==> src/rtl/pipelined_addsub.sv <==
// pipelined_addsub: pipelined two's-complement adder/subtractor, valid/ready both sides.
// Ports: clk, rst_n, in_valid/in_ready, a, b, sub, cin; out_valid/out_ready, s, cout, ovf.
module pipelined_addsub #(
   parameter int WIDTH  = 32,
   parameter int STAGES = 4
) (
   input  logic             clk,
   input  logic             rst_n,
   input  logic             in_valid,
   output logic             in_ready,
   input  logic [WIDTH-1:0] a,
   input  logic [WIDTH-1:0] b,
   input  logic             sub,
   input  logic             cin,
   output logic             out_valid,
   input  logic             out_ready,
   output logic [WIDTH-1:0] s,
   output logic             cout,
   output logic             ovf
);

   localparam int SEG = WIDTH / STAGES;
   localparam int L   = STAGES - 1;
   localparam int MSB = WIDTH - 1;

   if ((STAGES < 1) || (STAGES > WIDTH) || (WIDTH % STAGES != 0)) begin : g_bad
      $error("pipelined_addsub: WIDTH must be a multiple of STAGES");
   end

   // Per-stage registers: remaining operand bits, assembled sum, segment carry.
   logic [WIDTH-1:0]  a_q   [STAGES];
   logic [WIDTH-1:0]  bp_q  [STAGES];
   logic [WIDTH-1:0]  sum_q [STAGES];
   logic [STAGES-1:0] c_q;
   logic [STAGES-1:0] sub_q;
   logic [STAGES-1:0] v_q;

   // Stage inputs: stage 0 from the ports, stage k from register k-1.
   logic [WIDTH-1:0]  a_src   [STAGES];
   logic [WIDTH-1:0]  bp_src  [STAGES];
   logic [WIDTH-1:0]  sum_src [STAGES];
   logic [STAGES-1:0] c_src;
   logic [STAGES-1:0] sub_src;
   logic [STAGES-1:0] v_src;

   logic [WIDTH-1:0]  sum_nx [STAGES];
   logic [STAGES-1:0] c_nx;

   logic stall;

   assign stall    = v_q[L] && !out_ready;
   assign in_ready = !stall;

   always_comb begin
      a_src[0]   = a;
      bp_src[0]  = sub ? ~b : b;
      sum_src[0] = '0;
      c_src[0]   = sub ? ~cin : cin;
      sub_src[0] = sub;
      v_src[0]   = in_valid;
      for (int k = 1; k < STAGES; k++) begin
         a_src[k]   = a_q[k-1];
         bp_src[k]  = bp_q[k-1];
         sum_src[k] = sum_q[k-1];
         c_src[k]   = c_q[k-1];
         sub_src[k] = sub_q[k-1];
         v_src[k]   = v_q[k-1];
      end
   end

   // One SEG-bit ripple segment per stage; this is the critical path.
   always_comb begin
      logic [SEG:0] seg;
      seg = '0;
      for (int k = 0; k < STAGES; k++) begin
         seg = {1'b0, a_src[k][k*SEG +: SEG]}
             + {1'b0, bp_src[k][k*SEG +: SEG]}
             + {{SEG{1'b0}}, c_src[k]};
         sum_nx[k] = sum_src[k];
         sum_nx[k][k*SEG +: SEG] = seg[SEG-1:0];
         c_nx[k] = seg[SEG];
      end
   end

   always_ff @(posedge clk or negedge rst_n) begin
      if (!rst_n) begin
         for (int k = 0; k < STAGES; k++) begin
            a_q[k]   <= '0;
            bp_q[k]  <= '0;
            sum_q[k] <= '0;
         end
         c_q   <= '0;
         sub_q <= '0;
         v_q   <= '0;
      end else if (!stall) begin
         for (int k = 0; k < STAGES; k++) begin
            a_q[k]   <= a_src[k];
            bp_q[k]  <= bp_src[k];
            sum_q[k] <= sum_nx[k];
         end
         c_q   <= c_nx;
         sub_q <= sub_src;
         v_q   <= v_src;
      end
   end

   assign out_valid = v_q[L];
   assign s         = sum_q[L];
   // Subtraction ran as A + ~B + ~cin, so the raw carry is inverted borrow.
   assign cout      = sub_q[L] ^ c_q[L];
   assign ovf       = (a_q[L][MSB] == bp_q[L][MSB])
                   && (sum_q[L][MSB] != a_q[L][MSB]);

endmodule
==> config.mk <==
export PLATFORM = sky130hd
export DESIGN_NAME = pipelined_addsub
export DESIGN_NICKNAME = d
export VERILOG_FILES = /design/src/rtl/pipelined_addsub.sv
export SDC_FILE = /design/constraint.sdc
export NUM_CORES = 1
export LEC_CHECK = 0
export ABC_AREA = 1
export ABC_CLOCK_PERIOD_IN_PS = 2100
export CORE_UTILIZATION = 48
export CTS_BUF_LIST = sky130_fd_sc_hd__clkbuf_2
export DETAILED_ROUTE_END_ITERATION = 10
export GPL_TIMING_DRIVEN = 0
export PLACE_DENSITY = 0.82
export SLEW_MARGIN = 20
export SYNTH_ARGS = -nofsm -noshare
export SYNTH_HDL_FRONTEND = slang
export SYNTH_SLANG_ARGS = --single-unit
==> constraint.sdc <==
create_clock -name clk -period 2.1 [get_ports clk]
set_input_delay 0.21 -clock clk [delete_from_list [all_inputs] [get_ports clk]]
set_output_delay 0.21 -clock clk [all_outputs]
set_load 0.03 [all_outputs]
## Yosys cells after proc, flatten, opt, wreduce, memory -nomap -nowiden

Cells that the tools add are included.

| cells by class | value |
|---|---|
| $add $sub $neg | 8 |
| equality and inequality tests | 2 |
| multiplexer cells | 2 |
| bitwise logic cells | 3 |
| reductions and logical operators | 4 |

Operator list:

| operator | number |
|---|---|
| $add A8 B8 Y9 | 4 |
| $add A9 B1 Y9 | 4 |
| $mux W32 | 1 |
| $not A32 Y32 | 1 |
| $logic_and A1 B1 Y1 | 2 |
| $logic_not A1 Y1 | 2 |
| $eq A1 B1 Y1 | 1 |
| $mux W1 | 1 |
| $ne A1 B1 Y1 | 1 |
| $not A1 Y1 | 1 |
| $xor A1 B1 Y1 | 1 |

| storage, ports and cells | value |
|---|---|
| register bits after elaboration | 348 |
| input port bits | 70 |
| output and inout port bits | 36 |
| logic and storage cells | 34 |

## Logic depth before layout (Yosys ltp)

| depth | value |
|---|---|
| depth after elaboration | 4 |
| depth in mapped cells | 14 |
| depth with buffers taken out | 12 |

## Least setup slack after synthesis

Ideal clock, no wire load.

| timing path | value |
|---|---|
| path kind | input to register |
| from | input sub |
| to | register sum_q, in the netlist sum_nx[70] |
| setup time | 0.117 ns |
| data arrival time | 1.830 ns |
| required time | 1.983 ns |
| slack | 0.153 ns |
| stages on the path | 14 |
| cell sequence | buf_4 > buf_4 > xor2_1 > fa_1 > inv_1 > fa_1 > inv_1 > nand2_1 > nand2_1 > nand3_1 > nand2_1 > nand2_1 > nand3_1 > nand2_1 |

| on the way | value |
|---|---|
| cells in the longest elaborated chain, start to end | 3 |

Ends and longest elaborated chain:

| item | RTL line | text |
|---|---|---|
| start: declaration | 13 | `input logic sub,` |
| $mux W32 | 56 | `bp_src[0] = sub ? ~b : b;` |
| $add A8 B8 Y9 | 77 | `+ {1'b0, bp_src[k][k*SEG +: SEG]}` |
| $add A9 B1 Y9 (*) | 78 | `+ {{SEG{1'b0}}, c_src[k]};` |
| end signal: indexed assignment | 99 | `sum_q[k] <= sum_nx[k];` |
| end: declaration | 33 | `logic [WIDTH-1:0] sum_q [STAGES];` |

Every way passes the cells marked *; elsewhere a longest branch is shown, timed or not.
A chain may end at the register's enable or synchronous reset.

## Worst setup path in the final report

| timing path | value |
|---|---|
| from | register a_q[104] (netlist name) |
| to | register sum_q, in the netlist sum_nx[46] |

| on the way | value |
|---|---|
| cells in the longest elaborated chain, start to end | 2 |

Ends and longest elaborated chain:

| item | RTL line | text |
|---|---|---|
| start: declaration | 31 | `logic [WIDTH-1:0] a_q [STAGES];` |
| start signal: indexed assignment | 97 | `a_q[k] <= a_src[k];` |
| $add A8 B8 Y9 | 77 |  |
| $add A9 B1 Y9 | 78 |  |

Every way passes these cells.

==> run_results.csv <==
group,metric,value,unit
global_route,use_met1,32.4,%
timing,hold_viol_final,0,
yosys,yosysTopAreaCell,"dfrtp_1",
timing,fin_crit_sh,95.7,%
yosys,netlist.area_leader.share,53.8,%
detailed_routing,vias,7058,
die,pin_count,106,
timing,slew-limit-headroom,61.4,%
detailed_routing,drc_errors,0,
status,status,"completed",
clock_network,cts_made_buffers,17,
cells_and_area,mostFrequentLayoutCells,"nand2_1 (409), dfrtp_1 (190), o21ai_0 (94)",
clock_network,clock_latency,0.78,ns
power_and_ir_drop,peakVddDrop,0.794,mV
global_route,overflow,0,
yosys,syn_avg_cell_area,8.79,sq um
worst_setup_path,cp_cell_sequence,"fa_2 > fa_1 > nand2_1 > nand3_2 > nand3_2 > nand2_1 > nand2_1 > nand3_2 > nand2_1",
place,port_buffers,104,
worst_setup_path,r2r_slack,0.09,ns
global_route,grt_max_degree,84,
global_route,gr-usage-met2,35.7,%
worst_setup_path,ff2ff_path_depth,9,
die,start_util,49.0,%
hold_path,hold_class,"in -> reg",
worst_setup_path,r2r-start,"a_q[104]",
timing,slew_viol_final,0,
yosys,ys_types,23,
run,drv_cap,0,
clock_network,numClockSinks,190,
timing,tightest_slew,0.579,ns
worst_setup_path,startpoint,"a_q[104]",
yosys,yosysSeqAreaShare,53.8,%
worst_setup_path,cp_data_arrival_time,2.74,ns
die,die_w,138,microns
worst_setup_path,cp.required,2.83,ns
detailed_routing,first_pass_iters,5,
global_route,grt_pass1_vias,6558,
detailed_routing,first_iter_violations,460,
yosys,synth_seq_cells,190,
clock_network,htree_levels,4,
power_and_ir_drop,power,0.0149,W
cells_and_area,final_util,60.1,%
worst_setup_path,worstSetupPathType,"reg -> reg",
clock_network,cts_tree,"yes",
detailed_routing,avgViaCountPerCell,5.01,
die,dieArea,0.0189,sq mm
worst_setup_path,start_kind,"flop",
yosys,yosysWarnings,0,
detailed_routing,routedWlPerCell,14.3,microns
global_route,grt_busiest_layer,"met2",
timing,fin_crit,2.01,ns
detailed_routing,wirelength,20200,microns
cells_and_area,regArea,0.00475,sq mm
global_route,antenna_found_initial,1,
yosys,yosys-top-cells-area,"dfrtp_1 (54%), nand2_1 (17%), o21ai_0 (5.3%)",
power_and_ir_drop,p_leak,5.64,nW
timing,fmax,497,MHz
timing,setup_violations,0,
worst_setup_path,max_stage_delay,0.47,ns
cells_and_area,multiInputGateArea,0.00345,sq mm
cells_and_area,final_cell_area,0.0108,sq mm
die,core_area,0.0180,sq mm
cells_and_area,nFillCells,1577,
clock_network,clk_pin_slew_worst_paths,0.28,ns
cells_and_area,drive_gt1_share,8.66,%
worst_setup_path,slowest_stage,"dfrtp_1",
die,rows,49,
clock_network,clk_path_buf_depth,2,
timing,fin_hold_ws,0.0179,ns
worst_setup_path,worstSetupEndpointType,"flop",
place,gp_congestion,0.848,
yosys,synth_nets,1111,
global_route,grt_use_total,22.7,%
timing,clock_skew,0.0386,ns
power_and_ir_drop,power_density,1380,mW/mm^2
place,placed_cell_area,0.0102,sq mm
cells_and_area,synthToLayoutAreaGrowth,22.6,%
clock_network,cts_root_buf,"clkbuf_2",
hold_path,min_to,"bp_q[105]",
place,hpwl,14700,microns
global_route,grt_pass1_wl,32500,microns
global_route,met3_usage,3.79,%
worst_setup_path,path_common_cell,"nand2_1",
detailed_routing,ant_nets,0,
worst_setup_path,r2r_end,"sum_nx[46]",
worst_setup_path,crit_path_max_fanout,3,
cells_and_area,layout_commonest_cell,"nand2_1",
hold_path,hold_start,"b[9]",
die,die_h,138,microns
cells_and_area,final_nets,1271,
hold_path,min_path_cells,3,
yosys,syn_area,0.00883,sq mm
yosys,synthCells,1005,
## flip-flops by register name, indices dropped and copies added, names as in the netlist
name,flops
sum_nx,48
sub_q,4
v_q,4
a_q,49
bp_q,49
s,32
c_q,4
## how the worst max path moves through the flow
stage / to / slack, ns / cells after the start
floorplan: sum_nx[70] / 0.15 / 14
global placement: bp_q[124] / -6.68 / 1
detailed placement: sum_nx[70] / -0.22 / 13
CTS: s[8] / 0.0005 / 1
global route: sum_nx[46] / -0.02 / 9
finish: sum_nx[46] / 0.09 / 9
## area by class of cell
class                           instances  area share, %
Timing Repair Buffer                  143           13.5
Clock inverter                         13           1.21
Tap cell                              229           2.65
Sequential cell                       190           43.9
Buffer                                 43           3.02
Antenna cell                            1         0.0231
Clock buffer                           19          0.879
Multi-Input combinational cell        688           31.9
Inverter                               82           2.84
## worst max-delay path, delay by kind of cell (launching register included)
| kind | cells | cell delay [ns] |
|---|---|---|
| simple gates | 7 | 0.67 |
| fa+ha+maj | 2 | 0.82 |
| flops | 1 | 0.47 |
## report_power, final
group / internal (W) / switching (W)
registers: 0.00526 / 0.000893
clock network: 0.000465 / 0.00127
logic: 0.00273 / 0.00431
total: 0.00845 / 0.00648
## routing by layer
layer / wire [microns] / vias up / share of wire [%]
met1: 9130 / 3329 / 45
met4: 262 / 0 / 1.3
li1: - / 3481 / -
met5: 0 / - / 0
met3: 1180 / 25 / 5.9
met2: 9580 / 223 / 48
## cells by family after synthesis
logic type                 share of synthesized area [%]
DFF                                                 53.8
AOI/OAI and AO/OA                                   7.62
adders and majority gates                           5.78
and+or+nand+nor                                     21.9
buffers and inverters                               7.23
xor gates and xnor gates                            3.57
## what timing repair did
item / CTS / global route
hold buffers: 23 / 2
pin swaps: 1 / 1
setup endpoints to repair: 19 / 24
hold endpoints to repair: 219 / 2
resized for setup: 29 / 26
buffers inserted: 1 / 11
## cell usage after synthesis
| cell | n |
|---|---|
| dfrtp_1 | 190 |
| nand2_1 | 409 |
| clkbuf_1 | 7 |
| inv_1 | 81 |
| a211oi_1 | 3 |
| o22ai_2 | 2 |
| xor2_1 | 10 |
| o21ai_1 | 12 |
| buf_4 | 18 |
| nand4_1 | 1 |
| xnor2_1 | 26 |
| buf_6 | 11 |
| or2_2 | 6 |
| nand3b_1 | 12 |
| ha_1 | 28 |
| nand3_1 | 35 |
| a21oi_1 | 19 |
| o21ai_0 | 94 |
| fa_1 | 8 |
| inv_2 | 1 |
| nor2_4 | 1 |
| nor2_1 | 22 |
| buf_2 | 9 |
## per-stage QoR
stage | TNS, ns | instances | setup slack [ns]
floorplan | 0 | 1005 | 0.153
global placement | -1267.18 | 1338 | -6.68
detailed placement | -0.613 | 1340 | -0.217
CTS | 0 | 1395 | 0.000520
global route | -0.0215 | 1408 | -0.0206
finish | 0 | 1408 | 0.0895
(Power assumes the default switching activity.)
